<file path="src/rtl/wb_arbiter_if.sv">
// Writeback bus bundle: ALU and MUL/DIV result sources into one register file write port.
interface wb_arbiter_if;
  logic        alu_valid_i;
  logic        alu_ready_o;
  logic [4:0]  alu_rd_i;
  logic [31:0] alu_data_i;
  logic        md_valid_i;
  logic        md_ready_o;
  logic [4:0]  md_rd_i;
  logic [31:0] md_data_i;
  logic        md_pending_o;
  logic        rd_we_o;
  logic [4:0]  rd_addr_o;
  logic [31:0] rd_data_o;

  modport slave (
    input  alu_valid_i, alu_rd_i, alu_data_i, md_valid_i, md_rd_i, md_data_i,
    output alu_ready_o, md_ready_o, md_pending_o, rd_we_o, rd_addr_o, rd_data_o
  );

  modport master (
    output alu_valid_i, alu_rd_i, alu_data_i, md_valid_i, md_rd_i, md_data_i,
    input  alu_ready_o, md_ready_o, md_pending_o, rd_we_o, rd_addr_o, rd_data_o
  );
endinterface

</file>
<file path="src/rtl/wb_arbiter.sv">
// Writeback arbiter: ALU has priority, MUL/DIV results queue in a small FIFO and
// win after STARVE_LIMIT consecutive ALU grants. One registered write per cycle.
module wb_arbiter #(
  parameter int MD_DEPTH     = 2,
  parameter int STARVE_LIMIT = 4
) (
  input logic         clk_i,
  input logic         rst_i,
  wb_arbiter_if.slave bus
);
  localparam int PW = (MD_DEPTH > 1) ? $clog2(MD_DEPTH) : 1;
  localparam int CW = $clog2(MD_DEPTH + 1);
  localparam int SW = $clog2(STARVE_LIMIT + 1);

  typedef struct packed {
    logic [4:0]  rd;
    logic [31:0] data;
  } wb_ent_t;

  wb_ent_t         mem [MD_DEPTH];
  logic [PW-1:0]   wr_ptr, rd_ptr;
  logic [CW-1:0]   count;
  logic [SW-1:0]   starve_cnt;
  logic            empty, starved;
  logic            push, pop, grant_alu, grant;
  wb_ent_t         win;
  logic            rd_we_q;
  logic [4:0]      rd_addr_q;
  logic [31:0]     rd_data_q;

  assign empty   = (count == '0);
  assign starved = (starve_cnt == SW'(STARVE_LIMIT));

  // MD wins when ALU is idle or has used up its starvation allowance.
  assign pop       = !empty && (!bus.alu_valid_i || starved);
  assign grant_alu = !pop && bus.alu_valid_i;
  assign grant     = pop || grant_alu;
  assign push      = bus.md_valid_i && bus.md_ready_o;

  assign bus.md_ready_o   = (count < CW'(MD_DEPTH));
  assign bus.alu_ready_o  = !(!empty && starved);
  assign bus.md_pending_o = !empty;
  assign bus.rd_we_o      = rd_we_q;
  assign bus.rd_addr_o    = rd_addr_q;
  assign bus.rd_data_o    = rd_data_q;

  always_comb begin
    win = wb_ent_t'{rd: bus.alu_rd_i, data: bus.alu_data_i};
    if (pop) win = mem[rd_ptr];
  end

  always_ff @(posedge clk_i) begin
    if (push) mem[wr_ptr] <= wb_ent_t'{rd: bus.md_rd_i, data: bus.md_data_i};
  end

  always_ff @(posedge clk_i or posedge rst_i) begin
    if (rst_i) begin
      wr_ptr <= '0;
      rd_ptr <= '0;
      count  <= '0;
    end else begin
      if (push) wr_ptr <= (wr_ptr == PW'(MD_DEPTH - 1)) ? '0 : wr_ptr + PW'(1);
      if (pop)  rd_ptr <= (rd_ptr == PW'(MD_DEPTH - 1)) ? '0 : rd_ptr + PW'(1);
      case ({push, pop})
        2'b10:   count <= count + CW'(1);
        2'b01:   count <= count - CW'(1);
        default: count <= count;
      endcase
    end
  end

  always_ff @(posedge clk_i or posedge rst_i) begin
    if (rst_i)                 starve_cnt <= '0;
    else if (empty || pop)     starve_cnt <= '0;
    else if (grant_alu && !starved) starve_cnt <= starve_cnt + SW'(1);
  end

  // x0 results are consumed like any other but never raise the write enable.
  always_ff @(posedge clk_i or posedge rst_i) begin
    if (rst_i) begin
      rd_we_q   <= 1'b0;
      rd_addr_q <= '0;
      rd_data_q <= '0;
    end else if (grant) begin
      rd_we_q   <= |win.rd;
      rd_addr_q <= win.rd;
      rd_data_q <= win.data;
    end else begin
      rd_we_q   <= 1'b0;
    end
  end
endmodule
</file>
<file path="src/flat_wrapper.sv">
// flat-port wrapper written by rule: the top's interface ports become plain ports
module wb_arbiter_flat 
#(
  parameter int MD_DEPTH     = 2,
  parameter int STARVE_LIMIT = 4
)
  (clk_i, rst_i, bus_alu_valid_i, bus_alu_rd_i, bus_alu_data_i, bus_md_valid_i, bus_md_rd_i, bus_md_data_i, bus_alu_ready_o, bus_md_ready_o, bus_md_pending_o, bus_rd_we_o, bus_rd_addr_o, bus_rd_data_o);
  wb_arbiter_if bus_i ();
  input logic clk_i;
  input logic rst_i;
  input wire logic [$bits(bus_i.alu_valid_i)-1:0] bus_alu_valid_i;
  input wire logic [$bits(bus_i.alu_rd_i)-1:0] bus_alu_rd_i;
  input wire logic [$bits(bus_i.alu_data_i)-1:0] bus_alu_data_i;
  input wire logic [$bits(bus_i.md_valid_i)-1:0] bus_md_valid_i;
  input wire logic [$bits(bus_i.md_rd_i)-1:0] bus_md_rd_i;
  input wire logic [$bits(bus_i.md_data_i)-1:0] bus_md_data_i;
  output wire logic [$bits(bus_i.alu_ready_o)-1:0] bus_alu_ready_o;
  output wire logic [$bits(bus_i.md_ready_o)-1:0] bus_md_ready_o;
  output wire logic [$bits(bus_i.md_pending_o)-1:0] bus_md_pending_o;
  output wire logic [$bits(bus_i.rd_we_o)-1:0] bus_rd_we_o;
  output wire logic [$bits(bus_i.rd_addr_o)-1:0] bus_rd_addr_o;
  output wire logic [$bits(bus_i.rd_data_o)-1:0] bus_rd_data_o;
  assign bus_i.alu_valid_i = bus_alu_valid_i;
  assign bus_i.alu_rd_i = bus_alu_rd_i;
  assign bus_i.alu_data_i = bus_alu_data_i;
  assign bus_i.md_valid_i = bus_md_valid_i;
  assign bus_i.md_rd_i = bus_md_rd_i;
  assign bus_i.md_data_i = bus_md_data_i;
  assign bus_alu_ready_o = bus_i.alu_ready_o;
  assign bus_md_ready_o = bus_i.md_ready_o;
  assign bus_md_pending_o = bus_i.md_pending_o;
  assign bus_rd_we_o = bus_i.rd_we_o;
  assign bus_rd_addr_o = bus_i.rd_addr_o;
  assign bus_rd_data_o = bus_i.rd_data_o;
  wb_arbiter #(.MD_DEPTH(MD_DEPTH), .STARVE_LIMIT(STARVE_LIMIT)) u_core (.clk_i(clk_i), .rst_i(rst_i), .bus(bus_i));
endmodule
</file>
<file path="config.mk">
export PLATFORM = sky130hd
export DESIGN_NAME = wb_arbiter_flat
export DESIGN_NICKNAME = d
export VERILOG_FILES = /design/src/rtl/wb_arbiter_if.sv /design/src/rtl/wb_arbiter.sv /design/src/flat_wrapper.sv
export SDC_FILE = /design/constraint.sdc
export NUM_CORES = 1
export LEC_CHECK = 0
export CAP_MARGIN = 25
export CORE_AREA = 2 2 141 74
export CTS_CLUSTER_SIZE = 14
export DETAILED_ROUTE_END_ITERATION = 6
export DIE_AREA = 0 0 143 76
export MAX_ROUTING_LAYER = met4
export PLACE_DENSITY = 0.91
export SLEW_MARGIN = 5
export SYNTH_ARGS = -nofsm -noshare
export SYNTH_HDL_FRONTEND = slang
export SYNTH_SLANG_ARGS = --single-unit
</file>
<file path="constraint.sdc">
create_clock -name clk_i -period 9.15 [get_ports clk_i]
set_clock_uncertainty 0.05 [all_clocks]
set_input_delay 1.83 -clock clk_i [delete_from_list [all_inputs] [get_ports clk_i]]
set_output_delay 1.83 -clock clk_i [all_outputs]
set_load 0.05 [all_outputs]
</file>
==> flow_summary.yaml, run 1 <==
cts:
  clk_pin_slew_ns: 0.05
  clk_path_buf_depth: 2
  insertion_delay_ns: 0.42
  htreeDepth: 4
  cts_resized: 0
  post_cts_buffers: 0
  cts_buffers: 17
  cts_tree: "built"
  cts_hold_buf: 0
  clock-root-buffer: "clkbuf_16"
  cts.sinks: 119
final_layout:
  area_growth_pct: 37.3
  multi_input_area_um2: 1550
  mostFrequentLayoutCells: "clkdlybuf4s50_1 (117), edfxtp_1 (74), dfrtp_1 (44)"
  final_common_cell: "clkdlybuf4s50_1"
  fillers: 597
  seq_area_um2: 3350
  drive_gt1_share_pct: 9.78
  nNetsFinal: 569
  diodes: 0
  instances_no_fill: 641
logic_synthesis:
  synth_seq_cells: 119
  ys_top_cells_by_area: "edfxtp_1 (44%), dfrtp_1 (22%), mux2i_1 (7.5%), o221a_1 (6.6%), nor3_1 (3.7%)"
  synth-seq-area-share_pct: 65.8
  ys_async_sr_fraction_pct: 37.8
  synth_edf_count: 74
  syn_area_per_cell_um2: 13.6
  yosys.area.top_type: "edfxtp_1"
  synth.cell_area_um2: 5090
  postSynthCellCount: 374
  synth_cell_types: 31
  syn_nets: 455
  synth_top_area_share_pct: 43.6
  ys.flop_type: "edfxtp_1"
  yosysWarnings: 0
drt:
  avgRoutedWirePerCell_um: 22.2
  drc: 0
  firstDrtPassIters: 7
  drt_iter0_drc: 529
  viasPerCell: 6.10
  vias: 3912
  drt-total-wl_mm: 14.2
  ant_nets: 0
floorplan:
  die_w_um: 143
  start_util_pct: 52.0
  die_h_um: 76
  ios: 119
  coreArea_um2: 9790
  row_count: 26
  die_area_um2: 10900
grt:
  antenna_found_initial: 0
  overflow: 0
  grt_max_degree: 46
  grt_pass1_wl_mm: 21.4
  grt_use_total_pct: 27.6
  grt_pass1_vias: 3817
worst_setup_path:
  startpoint: "u_core.count[1]"
  r2r_start: "u_core.count[1]"
  cp_data_required_time_ns: 7.27
  crit_type: "reg2out"
  r2r_slack_ns: 6.32
  critPathMaxFanout: 22
  startpoint_type: "flop"
  arrival_ns: 2.62
  cp.depth: 3
  reg2reg_to: "u_core.count[1]"
  crit_chain: "buf_4, or2_1, clkdlybuf4s50_1"
  slowest_stage: "dfrtp_1"
  cp-end-kind: "primary output"
  critPathMaxStageDelay_ns: 0.82
  reg2regPathDepth: 7
  cp-endpoint: "bus_md_pending_o"
  path_buf_inv: 2
  cp_top_family: "buffers and inverters"
power:
  intPower_mw: 1.51
  switchingPower_uw: 894
  p_sw_share_pct: 37.2
  peakVddDrop_mv: 0.146
  leakagePower_nw: 2.55
  pwr-share-seq_pct: 34.3
  p_per_area_nw_per_um2: 344
  p_clk_share_pct: 28.9
  p_comb_share_pct: 36.8
outcome:
  status: "finished clean"
place:
  port_buffers: 118
  place_inst: 607
  dp_hpwl_mm: 8.41
  gp_congestion: 0.822
timing:
  max_slew_margin_pct: 39.1
  fmax_ghz: 0.222
  tightest_slew_ns: 0.913
  period_share_pct: 49.1
  rsz0062_at_grt: "false"
  hold_viol: 0
  post-route-min-period_ns: 4.50
  tns_ns: 0
  drv_slew: 0
  setup_viol: 0
  holdWs_ns: 0.430
flow_run:
  maxCapViolCount: 0
worst_hold_path:
  hp-class: "reg2reg"
## worst register-to-register path, delay by kind of cell, from the launching register on
kind	cells	cell delay, ns
buf+inv	2	0.83
flops	1	0.82
simple gates	3	0.62
fa+ha+maj	1	0.28
xor+xnor	1	0.15
## cells by family (layout without fill, tap and decap cells)
kind of cell	count (synthesis)	count (layout)	share of synthesized area, %
flops	119	119	65.8
simple gates	94	94	8.48
compound gates	79	79	12.7
mux	38	38	7.47
buf+inv	36	163	4.01
xor+xnor	5	5	0.860
fa+ha+maj	3	3	0.737
## synthesized netlist by cell type, types with 2 or more instances
library cell	instances
mux2i_1	38
dfrtp_1	45
nand2_1	40
o221a_1	30
ha_1	3
a21oi_1	37
buf_4	3
xnor2_1	4
a211oi_1	2
o221a_2	7
edfxtp_1	74
inv_1	5
clkbuf_1	6
buf_6	5
buf_2	16
nor3_1	38
nor2_1	7
## cell type report
type	instances	area share, %
clock inverters	7	1.61
multi-input cells	219	22.1
inverters	6	0.322
clock buffers	25	7.27
repair buffers	125	18.2
well taps	140	2.51
flip-flops and latches	119	47.9
## registers in the layout, summed over array words and instances (netlist names)
signal and count:
u_core.bus.rd_we_o 1, u_core.wr_ptr 1, u_core.rd_ptr 1, u_core.mem 74
u_core.count 2, u_core.starve_cnt 3, u_core.bus.rd_data_o 32, u_core.bus.rd_addr_o 5
## how the worst min path moves through the flow
stage,start,to,slack (ns),cells after the start
finish,u_core.starve_cnt[0],u_core.starve_cnt[0],0.43,1
CTS,u_core.starve_cnt[0],u_core.starve_cnt[0],0.42,1
global placement,u_core.starve_cnt[0],u_core.starve_cnt[0],0.39,1
detailed placement,u_core.starve_cnt[0],u_core.starve_cnt[0],0.41,1
floorplan,u_core.starve_cnt[0],u_core.starve_cnt[0],0.38,1
global route,u_core.starve_cnt[0],u_core.starve_cnt[0],0.43,1
## power by group through the flow
stage / registers [mW] / logic [mW] / clock network (mW)
5_1_grt: 0.833 / 0.923 / 0.721
3_5_place_dp: 0.823 / 0.844 / 0
2_1_floorplan: 0.963 / 0.447 / 0
3_3_place_gp: 0.840 / 0.782 / 0
6_report: 0.823 / 0.883 / 0.695
4_1_cts: 0.819 / 0.864 / 0.698
## layer usage
| metal | routed length (um) | GRT usage [%] | share of wire (%) | vias to the layer above |
|---|---|---|---|---|
| met2 | 6340 | 38.8 | 45 | 304 |
| met5 | 0 | - | 0 | - |
| met1 | 6030 | 39.3 | 42 | 1907 |
| li1 | - | - | - | 1662 |
| met4 | 300 | 9.41 | 2.1 | 0 |
| met3 | 1570 | 7.23 | 11 | 39 |
## metrics by stage
stage / area, um2 / power (mW) / util [%] / worst slack (ns)
2_1_floorplan: 5090 / 1.41 / - / 5.15
3_3_place_gp: 6300 / 1.62 / 64.3 / 5.28
3_5_place_dp: 6320 / 1.67 / 64.6 / 5.17
4_1_cts: 6940 / 2.38 / 70.9 / 4.71
5_1_grt: 6990 / 2.48 / 71.4 / 4.57
6_report: 6990 / 2.40 / 71.4 / 4.65
No activity file was read; power rests on OpenSTA's default activity.
==> inputs of run 2 (changes only) <==
- CORE_AREA: 2 2 141 74 -> 2 2 154 81
- DIE_AREA: 0 0 143 76 -> 0 0 156 83
- PLACE_DENSITY: 0.91 -> 0.82
- clock period: 9.15 -> 3.8 ns (I/O delays scaled with it)
==> flow_summary.yaml, run 2 (synthesis results as in run 1) <==
timing:
  period_share_pct: 78.0
  tns_ns: 0
  setup_viol: 0
  hold_viol: 0
  fmax_ghz: 0.337
  layout_setup_ws_ns: 0.836
  tightest_slew_ns: 0.905
  rsz0062_at_grt: "false"
  max_slew_margin_pct: 39.6
  post-route-min-period_ns: 2.96
  drv_slew: 0
  holdWs_ns: 0.424
worst_hold_path:
  hp-start: "u_core.starve_cnt[0]"
  hold_depth: 1
  hold_end: "u_core.starve_cnt[0]"
  hp-class: "reg2reg"
drt:
  ant_nets: 0
  drt_iter0_drc: 303
  firstDrtPassIters: 5
  vias: 3688
  drt-met1-wl_mm: 6.07
  drc: 0
  wl_met3_mm: 1.28
  viasPerCell: 5.66
  met2_length_mm: 5.65
  drt-total-wl_mm: 13.1
  avgRoutedWirePerCell_um: 20.1
  routed.top_layer: "met4"
grt:
  grt_pass1_wl_mm: 20.2
  grt_pass1_vias: 3755
  grt_max_degree: 46
  overflow: 0
  grt_use_total_pct: 21.6
  antenna_found_initial: 0
power:
  leakagePower_nw: 2.55
  p_per_area_nw_per_um2: 809
  peakVddDrop_mv: 0.338
cts:
  post_cts_buffers: 0
  cts_tree: "built"
  clk_path_buf_depth: 2
  htreeDepth: 4
  cts_buffers: 17
  insertion_delay_ns: 0.41
  clk_pin_slew_ns: 0.05
  cts.sinks: 119
  clock-root-buffer: "clkbuf_16"
  cts_hold_buf: 0
  cts_resized: 0
place:
  place_ws_ns: 1.07
  place_area_um2: 6360
  gp_congestion: 0.802
  dp_hpwl_mm: 8.55
  port_buffers: 118
worst_setup_path:
  r2r_start: "u_core.count[0]"
  r2r_slack_ns: 1.28
  crit_type: "reg2out"
  critPathMaxFanout: 41
  cp-end-kind: "primary output"
  arrival_ns: 2.15
  cp_data_required_time_ns: 2.99
  startpoint_type: "flop"
  reg2regPathDepth: 5
  reg2reg_to: "u_core.count[1]"
floorplan:
  ios: 119
  start_util_pct: 44.2
  coreArea_um2: 11500
  die_area_um2: 12900
  die_h_um: 83
  die_w_um: 156
  row_count: 28
final_layout:
  drive_gt1_share_pct: 11.2
  regMostFlops: "u_core.mem"
  area_growth_pct: 37.1
  mostFrequentLayoutCells: "clkdlybuf4s50_1 (115), edfxtp_1 (74), dfrtp_1 (43)"
  nNetsFinal: 570
  final_common_cell: "clkdlybuf4s50_1"
  final_cell_area_um2: 6980
  post-route-util_pct: 60.5
  diodes: 0
  largest_register_ff_count: 74
flow_run:
  maxCapViolCount: 0
outcome:
  status: "finished clean"
==> run 2: cell count changes in the layout (fill, tap and decap cells not counted), sizes merged <==
| cell | previous run | this run |
|---|---|---|
| clkinv | 3 | 5 |
| clkdlybuf4s50 | 117 | 115 |
| clkbuf | 25 | 23 |
| buf | 8 | 11 |
==> run 2: layout make-up <==
type,instances,area (um2)
Sequential cell,119,3350
Timing Repair Buffer,126,1270
Tap cell,150,188
Multi-Input combinational cell,219,1550
Clock buffer,23,478
Fill cell,888,4550
Inverter,6,22.5
Clock inverter,9,123
==> run 2: critical path: stages, from the launching register on <==
cell and delay (ns):
dfrtp_2 0.94, or2_2 0.59, buf_12 0.21
==> run 2: per-stage QoR <==
step	instances	power, mW
4_1_cts	651	5.67
5_1_grt	652	5.89
3_5_place_dp	619	4.04
6_report	652	5.65
3_3_place_gp	618	3.94
2_1_floorplan	374	3.40
==> run 2: worst max path at each step <==
stage	start	endpoint	slack (ns)	cells past startpoint
final	u_core.count[0]	bus_md_pending_o	0.84	2
after global routing	u_core.count[0]	bus_md_pending_o	0.76	2
after CTS	u_core.count[0]	bus_md_pending_o	0.86	2
after detailed placement	bus_md_valid_i	u_core.mem[0][18]	1.07	4
after global placement	bus_md_valid_i	u_core.mem[0][15]	1.14	4
after floorplan	u_core.count[1]	u_core.mem[0][0]	0.46	5
==> run 2: report_power, final <==
| part | total [mW] | leakage, nW | switching [mW] | internal (mW) |
|---|---|---|---|---|
| clock network | 1.61 | 0.297 | 0.537 | 1.08 |
| logic | 2.04 | 1.06 | 1.25 | 0.791 |
| registers | 2.00 | 1.19 | 0.281 | 1.71 |
==> run 2: routing by layer <==
layer / vias up / GRT usage [%]
met5: - / -
met4: 0 / 7.01
met3: 13 / 6.58
met2: 216 / 29.7
met1: 1794 / 30.7
li1: 1665 / -
==> inputs of run 3 (changes only) <==
- CORE_AREA: 2 2 154 81 -> 2 2 146 77
- DIE_AREA: 0 0 156 83 -> 0 0 148 79
- PLACE_DENSITY: 0.82 -> 0.86
- clock period: 3.8 -> 3.1 ns (I/O delays scaled with it)
==> flow_summary.yaml, run 3 (synthesis results as in run 1) <==
outcome:
  status: "finished clean"
worst_hold_path:
  hp-start: "u_core.starve_cnt[0]"
  hp-class: "reg2reg"
  hold_depth: 1
timing:
  fmax_ghz: 0.382
  rsz0062_at_grt: "false"
  post-route-min-period_ns: 2.62
  hold_viol: 0
  layout_setup_ws_ns: 0.481
  period_share_pct: 84.5
  drv_slew: 0
  tns_ns: 0
  setup_viol: 0
  tightest_slew_ns: 0.860
  max_slew_margin_pct: 42.6
drt:
  avgRoutedWirePerCell_um: 20.0
  vias: 3773
  firstDrtPassIters: 4
  drt-met1-wl_mm: 5.61
  drt_iter0_drc: 298
  wl_met3_mm: 1.29
  viasPerCell: 5.80
  drc: 0
  drt-total-wl_mm: 13.0
  ant_nets: 0
  met2_length_mm: 5.99
  routed.top_layer: "met4"
floorplan:
  row_count: 27
  ios: 119
  start_util_pct: 48.3
  die_w_um: 148
  die_area_um2: 11700
  die_h_um: 79
  coreArea_um2: 10500
final_layout:
  diodes: 0
  mostFrequentLayoutCells: "clkdlybuf4s50_1 (114), edfxtp_1 (74), dfrtp_1 (44)"
  final_common_cell: "clkdlybuf4s50_1"
  nNetsFinal: 573
  largest_register_ff_count: 74
  regMostFlops: "u_core.mem"
  drive_gt1_share_pct: 11.5
  area_growth_pct: 36.5
  fillers: 769
grt:
  grt_pass1_vias: 3874
  overflow: 0
  grt_use_total_pct: 24.2
  grt_pass1_wl_mm: 20.4
  antenna_found_initial: 0
  grt_max_degree: 42
cts:
  clock-root-buffer: "clkbuf_16"
  cts_buffers: 17
  cts_tree: "built"
  post_cts_buffers: 0
  cts.sinks: 119
  clk_path_buf_depth: 2
  cts_resized: 0
  clk_pin_slew_ns: 0.05
  insertion_delay_ns: 0.41
  htreeDepth: 4
  cts_hold_buf: 0
power:
  p_comb_share_pct: 37.7
  switchingPower_mw: 2.55
  p_clk_share_pct: 27.3
  intPower_mw: 4.27
  leakagePower_nw: 2.54
  p_sw_share_pct: 37.4
  peakVddDrop_mv: 0.402
  pwr-share-seq_pct: 35.0
  p_per_area_nw_per_um2: 983
worst_setup_path:
  cp-end-kind: "primary output"
  reg2regPathDepth: 4
  startpoint: "u_core.count[1]"
  crit_type: "reg2out"
  critPathMaxFanout: 23
  cp_data_required_time_ns: 2.43
  r2r_start: "u_core.count[1]"
  critPathMaxStageDelay_ns: 0.90
  crit_chain: "or2_2, buf_12"
  arrival_ns: 1.95
  startpoint_type: "flop"
  slowest_stage: "dfrtp_1"
flow_run:
  maxCapViolCount: 0
place:
  port_buffers: 118
  gp_congestion: 0.845
  dp_hpwl_mm: 8.44
  place_ws_ns: 0.810
## run 3: cell count changes in the layout (fill, tap and decap cells not counted)
cell | before | now
clkinv_1 | 0 | 1
dfrtp_2 | 2 | 1
dfrtp_1 | 43 | 44
clkinv_2 | 5 | 6
clkinvlp_4 | 1 | 2
buf_4 | 7 | 11
bufinv_16 | 3 | 2
clkdlybuf4s50_1 | 115 | 114
clkbuf_8 | 3 | 1
## run 3: worst max-delay path, delay by kind of cell, from the launching register on
kind                   cells  cell delay, ns
flip-flops                 1            0.90
AND/OR/NAND/NOR            1            0.45
buffers and inverters      1            0.18
## run 3: per-layer routing
layer	vias to the layer above	GRT usage [%]
met5	-	-
met1	1874	32.3
met4	0	7.52
met3	16	8.85
li1	1668	-
met2	215	34.9
## run 3: per-stage QoR
step | hold WS (ns) | total power [mW] | util (%) | instance area [um2] | cells
after floorplan | 0.380 | 4.16 | - | 5090 | 374
after global placement | 0.392 | 4.86 | 60.6 | 6390 | 618
after detailed placement | 0.399 | 4.96 | 60.6 | 6390 | 618
after CTS | 0.406 | 6.84 | 65.9 | 6950 | 650
after global routing | 0.420 | 7.11 | 65.9 | 6950 | 650
final | 0.399 | 6.83 | 65.9 | 6950 | 650
## run 3: area by class of cell
cell class                      count  area (um2)  share of cell area (%)
Inverter                            6        22.5                   0.324
Sequential cell                   119        3350                    48.2
Timing Repair Buffer              129        1290                    18.5
Tap cell                          145         181                    2.61
Clock inverter                     11         109                    1.57
Multi-Input combinational cell    219        1550                    22.3
Clock buffer                       21         450                    6.48
## run 3: path summary, 6_finish.rpt
| kind | slack (ns) | endpoint |
|---|---|---|
| worst max-delay path | 0.48 | bus_md_pending_o |
| worst min-delay path | 0.40 | u_core.starve_cnt[0] |
| worst max register to register | 0.75 | u_core.bus.rd_data_o[20] |
| worst min register to register | 0.40 | u_core.starve_cnt[0] |
| max in group asynchronous | 1.92 | u_core.bus.rd_data_o[6] |
| min in group asynchronous | 0.47 | u_core.bus.rd_data_o[24] |
## run 3: power by group through the flow
stage / sequential [mW] / clock (mW) / combinational (mW)
2_1_floorplan: 2.84 / 0 / 1.32
3_3_place_gp: 2.39 / 0 / 2.47
3_5_place_dp: 2.41 / 0 / 2.55
4_1_cts: 2.38 / 1.89 / 2.57
5_1_grt: 2.43 / 1.96 / 2.73
6_report: 2.39 / 1.87 / 2.57
